File: src/rtl/axi4lite_slave_regs_pkg.sv
// Shared types for the AXI4-Lite register responder: response codes, channel FSM states
// and the default register count.
package axi4lite_slave_regs_pkg;

    localparam int unsigned NUM_REGS_DEF = 8;

    typedef enum logic [1:0] {
        RESP_OKAY   = 2'b00,
        RESP_EXOKAY = 2'b01,
        RESP_SLVERR = 2'b10,
        RESP_DECERR = 2'b11
    } axi_resp_t;

    typedef enum logic {
        W_IDLE = 1'b0,
        W_RESP = 1'b1
    } w_state_t;

    typedef enum logic {
        R_IDLE = 1'b0,
        R_DATA = 1'b1
    } r_state_t;

endpackage

File: src/rtl/axi4lite_regfile.sv
// Word register bank: byte-strobed synchronous write port, combinational read port,
// synchronous active-high clear.
module axi4lite_regfile
    import axi4lite_slave_regs_pkg::*;
#(
    parameter int unsigned NUM_REGS   = NUM_REGS_DEF,
    parameter int unsigned DATA_WIDTH = 32,
    localparam int unsigned IDX_W     = (NUM_REGS > 1) ? $clog2(NUM_REGS) : 1,
    localparam int unsigned STRB_W    = DATA_WIDTH / 8
) (
    input  logic                  i_clk,
    input  logic                  i_rst,
    input  logic                  i_we,
    input  logic [IDX_W-1:0]      i_widx,
    input  logic [DATA_WIDTH-1:0] i_wdata,
    input  logic [STRB_W-1:0]     i_wstrb,
    input  logic [IDX_W-1:0]      i_ridx,
    output logic [DATA_WIDTH-1:0] o_rdata_c
);

    logic [DATA_WIDTH-1:0] r_mem [NUM_REGS];

    always_ff @(posedge i_clk) begin
        if (i_rst) begin
            for (int i = 0; i < int'(NUM_REGS); i++) begin
                r_mem[i] <= '0;
            end
        end else if (i_we) begin
            for (int b = 0; b < int'(STRB_W); b++) begin
                if (i_wstrb[b]) begin
                    r_mem[i_widx][b*8 +: 8] <= i_wdata[b*8 +: 8];
                end
            end
        end
    end

    assign o_rdata_c = r_mem[i_ridx];

endmodule

File: src/rtl/axi4lite_slave_regs.sv
// AXI4-Lite responder over a bank of 32-bit registers, independent write and read FSMs.
// Build option AXI4LITE_SLVERR_EN: undecodable addresses answer SLVERR instead of OKAY.
module axi4lite_slave_regs
    import axi4lite_slave_regs_pkg::*;
#(
    parameter int unsigned ADDR_WIDTH = 32,
    parameter int unsigned DATA_WIDTH = 32,
    parameter int unsigned NUM_REGS   = NUM_REGS_DEF
) (
    input  logic                    i_aclk,
    input  logic                    i_areset,
    input  logic [ADDR_WIDTH-1:0]   i_awaddr,
    input  logic                    i_awvalid,
    output logic                    o_awready,
    input  logic [DATA_WIDTH-1:0]   i_wdata,
    input  logic [DATA_WIDTH/8-1:0] i_wstrb,
    input  logic                    i_wvalid,
    output logic                    o_wready,
    output logic [1:0]              o_bresp,
    output logic                    o_bvalid,
    input  logic                    i_bready,
    input  logic [ADDR_WIDTH-1:0]   i_araddr,
    input  logic                    i_arvalid,
    output logic                    o_arready,
    output logic [DATA_WIDTH-1:0]   o_rdata,
    output logic [1:0]              o_rresp,
    output logic                    o_rvalid,
    input  logic                    i_rready
);

    localparam int unsigned IDX_W  = (NUM_REGS > 1) ? $clog2(NUM_REGS) : 1;
    localparam int unsigned STRB_W = DATA_WIDTH / 8;
    localparam logic [ADDR_WIDTH-1:0] ADDR_LIMIT = ADDR_WIDTH'(NUM_REGS * 4);
`ifdef AXI4LITE_SLVERR_EN
    localparam axi_resp_t BAD_RESP = RESP_SLVERR;
`else
    localparam axi_resp_t BAD_RESP = RESP_OKAY;
`endif

    function automatic logic addr_ok(input logic [ADDR_WIDTH-1:0] a);
        return (a < ADDR_LIMIT) && (a[1:0] == 2'b00);
    endfunction

    // Write channel state
    w_state_t              r_wstate,  w_wstate_nxt;
    logic                  r_aw_got,  w_aw_got_nxt;
    logic                  r_w_got,   w_w_got_nxt;
    logic [ADDR_WIDTH-1:0] r_awaddr,  w_awaddr_nxt;
    logic [DATA_WIDTH-1:0] r_wdata,   w_wdata_nxt;
    logic [STRB_W-1:0]     r_wstrb,   w_wstrb_nxt;
    logic                  r_bvalid,  w_bvalid_nxt;
    axi_resp_t             r_bresp,   w_bresp_nxt;

    // Read channel state
    r_state_t              r_rstate,  w_rstate_nxt;
    logic                  r_rvalid,  w_rvalid_nxt;
    logic [DATA_WIDTH-1:0] r_rdata,   w_rdata_nxt;
    axi_resp_t             r_rresp,   w_rresp_nxt;

    logic                  w_aw_hs, w_w_hs, w_ar_hs;
    logic                  w_have_aw, w_have_w, w_commit, w_waddr_ok;
    logic [ADDR_WIDTH-1:0] w_eff_addr;
    logic [DATA_WIDTH-1:0] w_eff_data;
    logic [STRB_W-1:0]     w_eff_strb;
    logic [DATA_WIDTH-1:0] w_rf_rdata;

    assign o_awready = (r_wstate == W_IDLE) && !r_aw_got && !i_areset;
    assign o_wready  = (r_wstate == W_IDLE) && !r_w_got  && !i_areset;
    assign o_arready = (r_rstate == R_IDLE) && !i_areset;

    assign w_aw_hs = i_awvalid && o_awready;
    assign w_w_hs  = i_wvalid  && o_wready;
    assign w_ar_hs = i_arvalid && o_arready;

    // A beat arriving this cycle takes precedence over the held copy of its channel.
    assign w_eff_addr = w_aw_hs ? i_awaddr : r_awaddr;
    assign w_eff_data = w_w_hs  ? i_wdata  : r_wdata;
    assign w_eff_strb = w_w_hs  ? i_wstrb  : r_wstrb;
    assign w_have_aw  = r_aw_got || w_aw_hs;
    assign w_have_w   = r_w_got  || w_w_hs;
    assign w_commit   = (r_wstate == W_IDLE) && w_have_aw && w_have_w;
    assign w_waddr_ok = addr_ok(w_eff_addr);

    axi4lite_regfile #(
        .NUM_REGS   (NUM_REGS),
        .DATA_WIDTH (DATA_WIDTH)
    ) u_regfile (
        .i_clk     (i_aclk),
        .i_rst     (i_areset),
        .i_we      (w_commit && w_waddr_ok),
        .i_widx    (w_eff_addr[IDX_W+1:2]),
        .i_wdata   (w_eff_data),
        .i_wstrb   (w_eff_strb),
        .i_ridx    (i_araddr[IDX_W+1:2]),
        .o_rdata_c (w_rf_rdata)
    );

    always_ff @(posedge i_aclk) begin
        if (i_areset) begin
            r_wstate <= W_IDLE;
            r_aw_got <= 1'b0;
            r_w_got  <= 1'b0;
            r_awaddr <= '0;
            r_wdata  <= '0;
            r_wstrb  <= '0;
            r_bvalid <= 1'b0;
            r_bresp  <= RESP_OKAY;
            r_rstate <= R_IDLE;
            r_rvalid <= 1'b0;
            r_rdata  <= '0;
            r_rresp  <= RESP_OKAY;
        end else begin
            r_wstate <= w_wstate_nxt;
            r_aw_got <= w_aw_got_nxt;
            r_w_got  <= w_w_got_nxt;
            r_awaddr <= w_awaddr_nxt;
            r_wdata  <= w_wdata_nxt;
            r_wstrb  <= w_wstrb_nxt;
            r_bvalid <= w_bvalid_nxt;
            r_bresp  <= w_bresp_nxt;
            r_rstate <= w_rstate_nxt;
            r_rvalid <= w_rvalid_nxt;
            r_rdata  <= w_rdata_nxt;
            r_rresp  <= w_rresp_nxt;
        end
    end

    // Write FSM: collect AW and W in any order, commit on the cycle the pair completes.
    always_comb begin
        w_wstate_nxt = r_wstate;
        w_aw_got_nxt = r_aw_got;
        w_w_got_nxt  = r_w_got;
        w_awaddr_nxt = r_awaddr;
        w_wdata_nxt  = r_wdata;
        w_wstrb_nxt  = r_wstrb;
        w_bvalid_nxt = r_bvalid;
        w_bresp_nxt  = r_bresp;
        case (r_wstate)
            W_IDLE: begin
                if (w_aw_hs) w_awaddr_nxt = i_awaddr;
                if (w_w_hs) begin
                    w_wdata_nxt = i_wdata;
                    w_wstrb_nxt = i_wstrb;
                end
                if (w_commit) begin
                    w_wstate_nxt = W_RESP;
                    w_bvalid_nxt = 1'b1;
                    w_bresp_nxt  = w_waddr_ok ? RESP_OKAY : BAD_RESP;
                    w_aw_got_nxt = 1'b0;
                    w_w_got_nxt  = 1'b0;
                end else begin
                    w_aw_got_nxt = w_have_aw;
                    w_w_got_nxt  = w_have_w;
                end
            end
            W_RESP: begin
                if (i_bready) begin
                    w_wstate_nxt = W_IDLE;
                    w_bvalid_nxt = 1'b0;
                end
            end
            default: w_wstate_nxt = W_IDLE;
        endcase
    end

    // Read FSM: sample the bank on the AR handshake, hold the beat until RREADY.
    always_comb begin
        w_rstate_nxt = r_rstate;
        w_rvalid_nxt = r_rvalid;
        w_rdata_nxt  = r_rdata;
        w_rresp_nxt  = r_rresp;
        case (r_rstate)
            R_IDLE: begin
                if (w_ar_hs) begin
                    w_rstate_nxt = R_DATA;
                    w_rvalid_nxt = 1'b1;
                    w_rdata_nxt  = addr_ok(i_araddr) ? w_rf_rdata : '0;
                    w_rresp_nxt  = addr_ok(i_araddr) ? RESP_OKAY : BAD_RESP;
                end
            end
            R_DATA: begin
                if (i_rready) begin
                    w_rstate_nxt = R_IDLE;
                    w_rvalid_nxt = 1'b0;
                end
            end
            default: w_rstate_nxt = R_IDLE;
        endcase
    end

    assign o_bvalid = r_bvalid;
    assign o_bresp  = r_bresp;
    assign o_rvalid = r_rvalid;
    assign o_rdata  = r_rdata;
    assign o_rresp  = r_rresp;

endmodule

File: config.mk
export PLATFORM = sky130hd
export DESIGN_NAME = axi4lite_slave_regs
export DESIGN_NICKNAME = d
export VERILOG_FILES = /design/src/rtl/axi4lite_slave_regs_pkg.sv /design/src/rtl/axi4lite_regfile.sv /design/src/rtl/axi4lite_slave_regs.sv
export SDC_FILE = /design/constraint.sdc
export NUM_CORES = 1
export LEC_CHECK = 0
export BUFFER_PORTS_ARGS = -buffer_cell sky130_fd_sc_hd__buf_4
export CORE_MARGIN = 4
export CORE_UTILIZATION = 55
export DETAILED_ROUTE_END_ITERATION = 7
export PLACE_DENSITY = 0.75
export RECOVER_POWER = 50
export SLEW_MARGIN = 20
export SYNTH_ARGS = -nofsm -noshare
export SYNTH_HDL_FRONTEND = slang
export SYNTH_SLANG_ARGS = --single-unit
File: constraint.sdc
create_clock -name i_aclk -period 4.76 [get_ports i_aclk]
set_clock_uncertainty 0.1 [all_clocks]
set_input_delay 0.476 -clock i_aclk [delete_from_list [all_inputs] [get_ports i_aclk]]
set_output_delay 0.476 -clock i_aclk [all_outputs]
set_load 0.05 [all_outputs]
==> metrics.md <==
| Metric | Value |
|---|---|
| Status | `finished, violations left` |
| Failing checks | `capacitance limit, slew limit` |
| Initial antenna violation count | `0` |
| DP HPWL | `~26000 µm` |
| Slew margin rel. | `-0.393` |
| Synth Instances | `1229` |
| Mapped Area | `between 15000 and 20000 µm²` |
| Gpl congestion | `~0.85` |
| Global route total overflow | `0` |
| DRC | `0` |
| Post-layout power | `between 7 and 8 mW` |
| Total Nets Final | `approximately 1.4k` |
| Number of CTS-inserted buffers | `36` |
| Inst Count DP | `around 1.7k` |
| Routed Antenna Nets | `0` |
| First-pass GRT wire length | `slightly below 60000 µm` |
| Inserted Diodes | `0` |
| Layout Utilization | `0.654` |
| Seq/Total Area, Yosys | `0.637` |
| Crit. End Element | `flip-flop` |
| Max Buffers Root-to-Sink | `3` |
| CTS tree | `built` |
| 1st-iter DRT viols | `1261` |
| Vias in the first global route | `approximately 10k` |
| CTS Sinks | `between 300 and 400` |
| Die span in x | `about 180 µm` |
| Gates resized, CTS repair | `0` |
| Non-filler cells, final | `1718` |
| Die Ht | `roughly 180 µm` |
| DR WL/cell | `between 20 and 25 µm` |
| CTS root buffer | `clkbuf_16` |
| Worst Hold Class | `input pin to flip-flop` |
| GRT Total Usage | `0.249` |
| WP data required | `~5000 ps` |
| H-tree levels | `2` |
| Syn Area/Cell | `around 13 µm²` |
| Max Clk Rate | `roughly 250 MHz` |
| Layout cell share with drive strength beyond 1 | `0.190` |
| Commonest non-fill, non-tap cell in the layout | `nor2_1` |
| Core Region | `around 27000 µm²` |
| Row count | `60` |
| Worst-margin pin slew | `roughly 2100 ps` |
| CP startpoint kind | `flip-flop` |
| Tcrit/Tclk final | `0.828` |
| Minimum clock period | `between 3000 and 4000 ps` |
| DP Area | `between 15000 and 20000 µm²` |
| Pins Over Slew Limit | `111` |
| Count of final hold-check violations | `0` |
| Worst Path Arrival | `approximately 4200 ps` |
| DRT Wirelength | `38300 µm` |
| Reg clk slew, reported paths | `~60 ps` |
| Synth-to-layout area growth | `15.8%` |
| FF+latch area | `~9800 µm²` |
| Largest net degree at the start of global routing | `71` |
| Vias per cell | `6.08` |
| Yosys reg bits | `362` |
| Commonest non-fill, non-tap cells in the layout | `340 x nor2_1, 256 x edfxtp_1, 123 x buf_4` |
| Total number of vias | `around 10k` |
| Post CTS Setup Buffer Count | `0` |
| CP max FO | `32` |
| Count of hold-fix buffers inserted at cts | `0` |
| Max Cap Viol | `3` |
| Final Cell Area | `between 15000 and 20000 µm²` |
| Initial Util | `0.565` |
| Maximum vdd ir drop | `approximately 0.00037 V` |
| First drt pass iteration count | `7` |
| Unrepaired setup endpoints after global routing | `no` |
| Setup TNS | `0 ps` |
| Setup-failing EPs final | `0` |
| Number of synthesis warnings | `0` |
| Library cells used by synthesis | `37` |
| Fill cells | `roughly 2.0k` |
| PortBufs | `roughly 140` |
| WS Path Type | `flip-flop to flip-flop` |
| Clock latency on the worst-skew pair | `530 ps` |
| LEAKAGE | `6.35 nW` |
| Pwr dens | `about 400 nW/µm²` |
| Multi-input combinational cell area | `~5000 µm²` |
| Die Area | `30700 µm²` |
| # IOs | `about 150` |
worst max-delay path: stages, from the launching register on:
cell      delay [ps]
dfxtp_1          410
or4b_1           580
or4_1            400
a221oi_1        1010
nand4_1          160
clkbuf_1         770
nor2_1           320
sequential cells by signal (all words and copies together) (netlist names):
signal           count
r_aw_got             1
o_rvalid             1
r_w_got              1
r_rstate             1
o_rdata             32
r_wstrb              4
r_awaddr            32
r_wstate             1
o_bvalid             1
r_wdata             32
u_regfile.r_mem    256
final timing paths:
path         depth (start not counted)  slack, ps                      from                                    to
max                                  6        820       r_wstate$_SDFF_PP0_  u_regfile.r_mem[4][12]$_SDFFCE_PN0P_
min                                  3        100               i_wdata[22]              r_wdata[22]$_SDFFE_PP0N_
min reg2reg                          2        350  r_awaddr[5]$_SDFFE_PP0N_              r_awaddr[5]$_SDFFE_PP0N_
max reg2reg                          6        820       r_wstate$_SDFF_PP0_  u_regfile.r_mem[4][12]$_SDFFCE_PN0P_
per-stage QoR:
step	worst slack [ps]	hold WS, ps
after floorplan	1180	331
after global placement	1020	343
after detailed placement	941	346
after CTS	1290	94.5
after global routing	578	98.0
final	818	102
report_power, final:
part	switching [mW]	internal (mW)	leakage [nW]
Clock	1.20	1.92	0.652
Combinational	0.311	0.226	2.19
Sequential	0.0465	3.47	3.50
Total	1.56	5.62	6.35
cell type report:
cell class                      instances  share of cell area
Clock buffer                           43              0.0554
Clock inverter                         23              0.0183
Inverter                                1            0.000210
Multi-Input combinational cell        746               0.287
Sequential cell                       362               0.550
Tap cell                              372              0.0261
Timing Repair Buffer                  171              0.0629
synthesized netlist by cell type, drive strengths merged:
cell | n | area share
edfxtp | 256 | 0.50
nand3 | 1 | 0.00032
o31ai | 2 | 0.0013
o22ai | 1 | 0.00041
nor2 | 340 | 0.083
or3 | 32 | 0.013
nand2 | 73 | 0.018
nor4b | 1 | 0.00097
nor2b | 3 | 0.0012
o221ai | 1 | 0.00057
mux4 | 64 | 0.094
conb | 1 | 0.00024
or4b | 1 | 0.00065
clkbuf | 70 | 0.017
nand4 | 13 | 0.0053
or3b | 1 | 0.00057
nand2b | 3 | 0.0012
and2 | 5 | 0.0020
nand4b | 3 | 0.0017
mux2i | 69 | 0.045
a2bb2oi | 32 | 0.018
nor3 | 10 | 0.0033
dfxtp | 106 | 0.14
and4 | 1 | 0.00057
a21oi | 34 | 0.011
a221oi | 1 | 0.00097
o21ai | 3 | 0.00097
nor4 | 12 | 0.0049
a41o | 32 | 0.021
buf | 53 | 0.014
or4 | 4 | 0.0020
inv | 1 | 0.00024
cell families (layout without fill, tap and decap cells):
group,Yosys count,in the layout,share of synthesized area
and+or+nand+nor,503,503,0.138
DFF,362,362,0.637
muxes,133,133,0.138
buffers and inverters,124,238,0.0318
AOI/OAI and AO/OA,106,106,0.0543
other,1,4,0.000244
routing by layer:
layer  global-route usage  up-vias  wire, µm
met5                    0        -         0
li1                     -     4640         -
met3               0.0568       69      4590
met1                0.364     5099     15300
met4               0.0606        0       917
met2                0.385      635     17500
(Power assumes the default switching activity.)
